`src/rtl/rr_arbiter_8ch.sv`:
```
// rr_arbiter_8ch: 8-client round-robin arbiter with hold-until-release and hold-time budget
module rr_arbiter_8ch #(
  parameter int HOLD_MAX = 16
) (
  input  logic       clk_i,
  input  logic       rst_i,
  input  logic [7:0] req_i,
  input  logic       release_i,
  output logic [7:0] gnt_o,
  output logic [2:0] gnt_idx_o,
  output logic       gnt_valid_o,
  output logic       timeout_o
);
  typedef enum logic {IDLE, GRANT} state_t;
  localparam logic [7:0] HOLD_LAST = 8'(HOLD_MAX == 0 ? 0 : HOLD_MAX - 1);
  state_t state, state_n;
  logic [2:0] ptr, ptr_n, idx, idx_n, nxt_ptr, win;
  logic [7:0] cnt, cnt_n;
  logic tmo, tmo_n, hold_hit, done;
  // rotate right by p, take the lowest set bit, then rotate the index back
  function automatic logic [2:0] pick(input logic [7:0] r, input logic [2:0] p);
    logic [15:0] d;
    logic [2:0] l;
    d = {r, r} >> p;
    l = 3'd0;
    for (int i = 7; i >= 0; i--) if (d[i]) l = 3'(i);
    return l + p;
  endfunction
  assign hold_hit = (HOLD_MAX != 0) && (cnt == HOLD_LAST);
  assign done = release_i || !req_i[idx] || hold_hit;
  assign nxt_ptr = idx + 3'd1;
  assign win = pick(req_i, state == GRANT ? nxt_ptr : ptr);
  // state, pointer, owner index, hold counter and timeout pulse registers
  always_ff @(posedge clk_i or posedge rst_i)
    if (rst_i) begin
      state <= IDLE;
      ptr <= 3'd0;
      idx <= 3'd0;
      cnt <= 8'd0;
      tmo <= 1'b0;
    end else begin
      state <= state_n;
      ptr <= ptr_n;
      idx <= idx_n;
      cnt <= cnt_n;
      tmo <= tmo_n;
    end
  // next state: grant from idle, hand over directly on grant end, otherwise count hold cycles
  always_comb begin
    state_n = state;
    ptr_n = ptr;
    idx_n = idx;
    cnt_n = cnt;
    tmo_n = 1'b0;
    if (state == IDLE) begin
      state_n = |req_i ? GRANT : IDLE;
      idx_n = |req_i ? win : 3'd0;
      cnt_n = 8'd0;
    end else if (done) begin
      ptr_n = nxt_ptr;
      tmo_n = hold_hit && !release_i && req_i[idx];
      state_n = |req_i ? GRANT : IDLE;
      idx_n = |req_i ? win : 3'd0;
      cnt_n = 8'd0;
    end else begin
      cnt_n = (cnt == 8'hFF) ? cnt : cnt + 8'd1;
    end
  end
  // outputs decoded from registered state only
  always_comb begin
    gnt_valid_o = state == GRANT;
    gnt_idx_o = idx;
    gnt_o = gnt_valid_o ? 8'(1) << idx : 8'd0;
    timeout_o = tmo;
  end
endmodule

```
`config.mk`:
```
export PLATFORM = sky130hd
export DESIGN_NAME = rr_arbiter_8ch
export DESIGN_NICKNAME = d
export VERILOG_FILES = /design/src/rtl/rr_arbiter_8ch.sv
export SDC_FILE = /design/constraint.sdc
export NUM_CORES = 1
export LEC_CHECK = 0
export ABC_AREA = 1
export BUFFER_PORTS_ARGS = -buffer_cell sky130_fd_sc_hd__buf_2
export CORE_MARGIN = 2
export CORE_UTILIZATION = 58
export CTS_BUF_LIST = sky130_fd_sc_hd__clkbuf_8 sky130_fd_sc_hd__clkbuf_16
export CTS_CLUSTER_SIZE = 12
export DETAILED_ROUTE_END_ITERATION = 10
export PLACE_DENSITY = 0.81
export SLEW_MARGIN = 20
export SYNTH_ARGS = -nofsm -noshare
export SYNTH_HDL_FRONTEND = slang
export SYNTH_SLANG_ARGS = --single-unit
```
`constraint.sdc`:
```
create_clock -name clk_i -period 3.3 [get_ports clk_i]
set_input_delay 0.33 -clock clk_i [delete_from_list [all_inputs] [get_ports clk_i]]
set_output_delay 0.33 -clock clk_i [all_outputs]
set_load 0.05 [all_outputs]
```
### After elaboration in Yosys (flattened, before gate mapping)

Cells that the tools add are included.

| word-level totals | value |
|---|---|
| register bits after elaboration | 16 |
| input port bits | 11 |
| output and inout bits | 13 |
| logic and storage cells | 46 |

| cells by class | value |
|---|---|
| add/subtract/negate cells | 3 |
| $lt $le $gt $ge | 1 |
| eq/ne operators | 4 |
| shift operators | 2 |
| muxes and demuxes | 23 |
| reductions and logical operators | 8 |

Operator list:

| operator | number |
|---|---|
| 2-to-1 mux 3 bit | 12 |
| 2-to-1 mux 8 bit | 4 |
| right shift 16 x 3 -> 8 bit | 1 |
| adder 8 x 1 -> 8 bit (second input constant) | 1 |
| == test 8 x 4 -> 1 bit (second input constant) | 1 |
| == test 8 bit (second input constant) | 1 |
| OR reduction 8 bit | 1 |
| << shifter 1 x 3 -> 8 bit (first input constant) | 1 |
| 2-to-1 mux 1 bit | 6 |
| < comparator 3 x 4 -> 1 bit (second input constant) | 1 |
| adder 3 x 1 -> 3 bit (second input constant) | 1 |
| adder 3 bit | 1 |
| binary-select mux 1 bit (select 3 bit) | 1 |
| != test 3 bit (second input constant) | 1 |
| logical AND 1 bit | 2 |
| zero test 1 bit | 2 |
| logical OR 1 bit | 2 |
| != test 2 x 1 -> 1 bit (second input constant) | 1 |
| AND reduction 2 bit | 1 |

### Logic depth before layout (Yosys ltp)

Gate-level depths: netlist of run 1.

| logic depth | value |
|---|---|
| word-level depth | 15 |
| mapped depth | 24 |
| mapped depth without buffers | 22 |

### Worst setup path after synthesis of run 1

No wires, ideal clock.

| timing path | value |
|---|---|
| kind | reg2reg |
| from | reg idx[0], in the netlist gnt_idx_o[0] |
| to | reg idx[2], in the netlist gnt_idx_o[2] |
| setup time | 0.067 ns |
| data arrival time | 3.104 ns |
| data required time | 3.233 ns |
| path slack | 0.128 ns |
| stages on the path, launching flop included | 24 |
| buffers on the path | 2 |
| period minus slack after synthesis | 3.172 ns |
| cell sequence | dfrtp_1 -> buf_4 -> inv_2 -> ha_1 -> nand2_4 -> nand2_4 -> inv_2 -> buf_6 -> nand3_1 -> nand3_1 -> nand2_1 -> nand2_1 -> nand2_1 -> nand2_1 -> nand2_1 -> nand2_1 -> a21oi_1 -> ha_1 -> fa_1 -> xnor2_1 -> inv_1 -> nand3_1 -> nand3_1 -> nand2_1 |

| on the way | value |
|---|---|
| word-level cells in the longest chain between the ends | 15 |
| elaborated cells on any way between the ends | 21 |
| classes of those cells | 2 x add/sub; 1 x eq/ne; 1 x shift; 14 x mux; 3 x reduce/logical |

Ends and longest elaborated chain:

| element | RTL line | source |
|---|---|---|
| start, declared | 17 | `logic [2:0] ptr, ptr_n, idx, idx_n, nxt_ptr, win;` |
| start signal, assigned | 44 | `idx <= idx_n;` |
| adder 3 x 1 -> 3 bit * | 31 | `assign nxt_ptr = idx + 3'd1;` |
| via nxt_ptr[0] | 17 |  |
| 2-to-1 mux 3 bit * | 32 | `assign win = pick(req_i, state == GRANT ? nxt_ptr : ptr);` |
| right shift 16 x 3 -> 8 bit | 24 | `d = {r, r} >> p;` |
| 2-to-1 mux 3 bit (8 in a row) | 26 | `for (int i = 7; i >= 0; i--) if (d[i]) l = 3'(i);` |
| adder 3 bit * | 27 | `return l + p;` |
| 2-to-1 mux 3 bit * | 57, 63 |  |
| 2-to-1 mux 3 bit | 59 | `end else if (done) begin` |
| 2-to-1 mux 3 bit * | 55 | `if (state == IDLE) begin` |

The timed path passes the listed nets; every way through them passes the cells marked *. The select of a mux whose other input is x is not followed.
A chain may end at the register's enable or synchronous reset.

### Worst setup path after layout of run 1

| timing path | value |
|---|---|
| from | reg idx[1], in the netlist gnt_idx_o[1] |
| to | reg idx[2], in the netlist gnt_idx_o[2] |

The elaborated chain is that of the path after synthesis.

==> results of run 1 <==
==> flip-flops by register name (all words and copies together), names as in the netlist <==
register,count
cnt,8
gnt_idx_o,3
gnt_valid_o,1
ptr,3
timeout_o,1
==> synth_stat cells (2+ instances only) <==
| cell type | number |
|---|---|
| inv_1 | 29 |
| nor4_1 | 3 |
| dfrtp_1 | 16 |
| buf_4 | 2 |
| o21ai_0 | 9 |
| nand3_1 | 35 |
| nand3_2 | 8 |
| inv_2 | 4 |
| buf_6 | 3 |
| a21oi_1 | 6 |
| nand4_1 | 3 |
| nor2_1 | 17 |
| nor3_1 | 2 |
| o21ai_1 | 2 |
| a211oi_1 | 2 |
| xnor2_1 | 2 |
| nand2_8 | 2 |
| ha_1 | 8 |
| nand2_1 | 70 |
| nand2_4 | 3 |
| xor2_1 | 4 |
| nand2_2 | 8 |
==> placed cells by master, fill, tap and decap left out, drive strengths merged, types with 4 or more instances in the layout <==
master,netlist,layout
nand2,83,83
nand3,44,44
inv,33,33
buf,6,26
nor2,19,19
dfrtp,16,16
o21ai,11,11
ha,8,8
a21oi,6,6
xor2,4,4
nor4,4,4
==> worst max path at each step <==
stage | endpoint | start | slack, ns | cells after the start
2_1_floorplan | gnt_idx_o[2] | gnt_idx_o[0] | 0.13 | 23
3_3_place_gp | gnt_idx_o[2] | gnt_idx_o[1] | 0.35 | 21
3_5_place_dp | gnt_idx_o[2] | gnt_idx_o[1] | 0.29 | 21
4_1_cts | gnt_idx_o[2] | gnt_idx_o[1] | 0.27 | 21
5_1_grt | gnt_idx_o[2] | gnt_idx_o[1] | 0.004 | 21
6_report | gnt_idx_o[2] | gnt_idx_o[1] | 0.34 | 21
==> layout make-up <==
cell class                 instances  area (um2)  area share (%)
clock buffer                       3        41.3            2.23
inverter                          33         126            6.82
multi-input combinational        192        1110            59.8
sequential                        16         400            21.6
tap                               31        38.8            2.09
timing repair buffer              26         138            7.43
==> routing by layer <==
| layer | vias up | routed length (um) | global-route usage (%) |
|---|---|---|---|
| li1 | 851 | - | - |
| met1 | 732 | 1670 | 32.2 |
| met2 | 53 | 1680 | 38.6 |
| met3 | 2 | 235 | 4.69 |
| met4 | 0 | 20 | 6.31 |
| met5 | - | 0 | 0 |
==> worst max-delay path, delay by kind of cell, from the launching register on <==
family | cells | cell delay, ns
simple gates | 12 | 0.90
fa+ha+maj | 3 | 0.88
flops | 1 | 0.44
buf+inv | 4 | 0.39
xor+xnor | 1 | 0.21
compound gates | 1 | 0.06
==> per-stage QoR <==
step,worst slack [ns],area [um2],std cells,util [%]
floorplan,0.128,1680,247,-
global placement,0.351,1800,298,65.4
detailed placement,0.286,1800,298,65.4
CTS,0.269,1850,301,66.9
global route,0.00370,1850,301,67.2
finish,0.340,1850,301,67.2
==> kinds of logic after synthesis <==
logic type	Yosys count	share of synthesized area, %
simple gates	156	48.6
buf+inv	39	10.6
compound gates	21	6.77
flops	16	23.8
fa+ha+maj	9	7.14
xor+xnor	6	3.12
==> flow_metrics.tcl, run 1 <==
set metrics [dict create \
    outcome "finished clean" \
    whs_ns 0.140 \
    ys_ff_latch 16 \
    worst_slew_pin_slew_ns 0.591 \
    cp.required_ns 3.48 \
    totalWireLength_um 3610 \
    yosysWarnings 0 \
    ys_top_cells_by_area "dfrtp_1 24%, nand2_1 16%, nand3_1 10%" \
    num-nets-final 292 \
    rows 19 \
    cp_data_arrival_time_ns 3.14 \
    hold_violations 0 \
    grt_overflow 0 \
    async_reset_ff_share_pct 100 \
    avgRoutedWirePerCell_um 12.0 \
    final_antenna_net_count 0 \
    clock_sinks 16 \
    rsz0062_at_grt "no" \
    synth-edff-count 0 \
    io_pins 24 \
    grt_pass1_wl_um 6180 \
    cts_tree "built" \
    max_stage_delay_ns 0.44 \
    grt_pass1_vias 1468 \
    fillers 249 \
    initial_core_util_pct 61.0 \
    r2r_end "gnt_idx_o[2]" \
    drt-pass1-iter-count 4 \
    clock.fmax_mhz 338 \
    cts_root_buffer "clkbuf_8" \
    grt_max_degree 17 \
    hpwl_um 2930 \
    cts_max_level 1 \
    coreArea_um2 2760 \
    critPathKind "flop to flop" \
    clock_latency_ns 0.24 \
    fin_crit_ns 2.96 \
    die_h_um 57.8 \
    ctsResizeCount 0 \
    die_w_um 57.8 \
    slew_viol_final 0 \
    grtUsageTotal_pct 23.6 \
    dieArea_um2 3350 \
    cts_buffers 3 \
    area_growth_pct 10.1 \
    endpoint_kind "flop" \
    reg2reg_from "gnt_idx_o[1]" \
    antenna_found_initial 0 \
    postSynthCellCount 247 \
    clk_path_buf_depth 2 \
    synth_top_area_share_pct 23.8 \
    fin_worst_skew_ns 0.00348 \
    r2r_setup_slack_ns 0.34 \
    vias 1638 \
    relSlewSlack_pct 60.6 \
    yosysSeqAreaShare_pct 23.8 \
    drt_iter0_markers 101 \
    drc 0 \
    crit_fanout 13 \
    drive_gt1_share_pct 21.9 \
    hold_class "primary input to asynchronous set/reset pin" \
    crit_chain "inv_1, ha_1, nand2_4, nand2_4, inv_4, nand3_1, nand2_1, nand2_1, nand2_1, inv_1, nand2_1, nand2_1, nand2_1, a21oi_1, ha_1, fa_1, xnor2_1, inv_1, nand3_1, nand3_1, nand2_1" \
    drv_cap 0 \
    setup_viol 0 \
    synth_nets 267 \
    start_kind "flop" \
    hold_buffers 0 \
    yosysTopAreaCell "dfrtp_1" \
    avgSynthCellArea_um2 6.81 \
    fin_crit_sh_pct 89.7 \
    cts.reportedPaths.clkPinSlew_ns 0.06 \
    crit_top_cell "nand2_1" \
    setup_tns_ns 0 \
    cts_setup_buffers 0 \
    n_antenna_cell 0 \
    netlist_area_um2 1680 \
    ys.flop_type "dfrtp_1" \
    slowest_stage "dfrtp_1" \
    viasPerCell 5.44 \
    r2r_cells 21 \
    routabilityCongestion 0.894 \
    io_buffers 23 \
    yosys.cell_types.count 31 \
]
Power of run 1 is left out: the tool's default activity adds up to more than one toggle a clock period on the data nets, which glitch-free logic cannot reach.
==> run 2: changes to the inputs <==
- CORE_UTILIZATION: 58 -> 60
- GPL_TIMING_DRIVEN: default -> 0
- PLACE_DENSITY: 0.81 -> 0.83
- clock period: 3.3 -> 3.6 ns (I/O delays scaled with it)
==> flow_metrics.tcl, run 2 (synthesis results as in run 1) <==
set metrics [dict create \
    outcome "finished clean" \
    vias 1668 \
    cts_buffers 3 \
    setup_viol 0 \
    avgRoutedWirePerCell_um 12.2 \
    totalWireLength_um 3720 \
    hold_buffers 0 \
    start_kind "flop" \
    grtUsageTotal_pct 25.5 \
    cts_root_buffer "clkbuf_8" \
    top_register "cnt" \
    max_stage_delay_ns 0.40 \
    worst_slew_pin_slew_ns 0.583 \
    drv_cap 0 \
    drc 0 \
    rsz0062_at_grt "no" \
    grt_pass1_vias 1604 \
    whs_ns 0.164 \
    cp.required_ns 3.79 \
    slew_viol_final 0 \
    n_antenna_cell 0 \
    drive_gt1_share_pct 22.3 \
    fin_worst_skew_ns 0.00284 \
    viasPerCell 5.49 \
    drt-pass1-iter-count 4 \
    setup_tns_ns 0 \
    die_h_um 56.9 \
    cts_max_level 1 \
    r2r_setup_slack_ns 0.49 \
    clock_latency_ns 0.25 \
    fin_crit_ns 3.11 \
    largest_reg_flops 8 \
    routabilityCongestion 0.897 \
    hold_violations 0 \
    crit_top_cell "nand2_1" \
    crit_chain "buf_4, inv_2, ha_1, nand2_4, nand2_4, inv_2, buf_6, nand3_1, nand3_1, nand2_1, nand2_1, nand2_1, nand2_1, nand2_1, nand2_1, a21oi_1, ha_1, fa_1, xnor2_1, inv_1, nand3_1, nand3_1, nand2_1" \
    relSlewSlack_pct 61.1 \
    drt_iter0_markers 134 \
    antenna_found_initial 0 \
    reg2reg_from "gnt_idx_o[0]" \
    final_common_cell "nand2_1" \
    cp_data_arrival_time_ns 3.30 \
    cts_setup_buffers 0 \
    critPathKind "flop to flop" \
    clk_path_buf_depth 2 \
    fin_crit_sh_pct 86.4 \
    clock.fmax_mhz 322 \
    hpwl_um 2950 \
    r2r_cells 23 \
    dieArea_um2 3240 \
    die_w_um 56.9 \
    io_pins 24 \
    clock_sinks 16 \
    postPlaceCellArea_um2 1840 \
    rows 19 \
    initial_core_util_pct 62.0 \
    r2r_end "gnt_idx_o[2]" \
    grt_overflow 0 \
    io_buffers 23 \
    coreArea_um2 2710 \
    cts.reportedPaths.clkPinSlew_ns 0.06 \
    grt_max_degree 17 \
    final_antenna_net_count 0 \
    mostFrequentLayoutCells "70 x nand2_1, 35 x nand3_1, 29 x inv_1" \
    num-nets-final 295 \
    crit_fanout 10 \
    fin_area_um2 1880 \
    hold_class "primary input to asynchronous set/reset pin" \
    area_growth_pct 11.6 \
    slowest_stage "dfrtp_1" \
    endpoint_kind "flop" \
    grt_pass1_wl_um 6740 \
    cts_tree "built" \
    ctsResizeCount 0 \
]
[run 2: final cells by class]
cell class / count / area, um2
Tap cell: 31 / 38.8
Inverter: 33 / 124
Sequential cell: 16 / 400
Multi-Input combinational cell: 192 / 1100
Buffer: 6 / 53.8
Timing Repair Buffer: 23 / 115
Fill cell: 247 / 833
Clock buffer: 3 / 41.3
[run 2: metal layers]
metal  GRT usage [%]  share of wire [%]
met2            43.3                 48
met4            5.98                1.4
met5               0                  0
met1            35.7                 45
met3            1.81                5.7
[run 2: critical path: cells and delay by family, from the launching register on]
kind / cells / cell delay [ns]
simple gates: 13 / 0.94
fa+ha+maj: 3 / 0.91
buf+inv: 5 / 0.56
flops: 1 / 0.40
xor+xnor: 1 / 0.20
compound gates: 1 / 0.06
[run 2: worst max path at each step]
stage / startpoint / end / slack (ns) / cells past startpoint
after floorplan: gnt_idx_o[0] / gnt_idx_o[2] / 0.43 / 23
after global placement: gnt_idx_o[0] / gnt_idx_o[2] / 0.53 / 23
after detailed placement: gnt_idx_o[0] / gnt_idx_o[2] / 0.50 / 23
after CTS: gnt_idx_o[0] / gnt_idx_o[2] / 0.48 / 23
after global routing: gnt_idx_o[0] / gnt_idx_o[2] / 0.17 / 23
final: gnt_idx_o[0] / gnt_idx_o[2] / 0.49 / 23
[run 2: metrics by stage]
step	cells	worst slack (ns)	utilization (%)
floorplan	247	0.428	-
global placement	301	0.526	67.7
detailed placement	301	0.503	67.7
CTS	304	0.483	69.3
global route	304	0.169	69.3
finish	304	0.491	69.3
Power of run 2 is left out for the same reason.
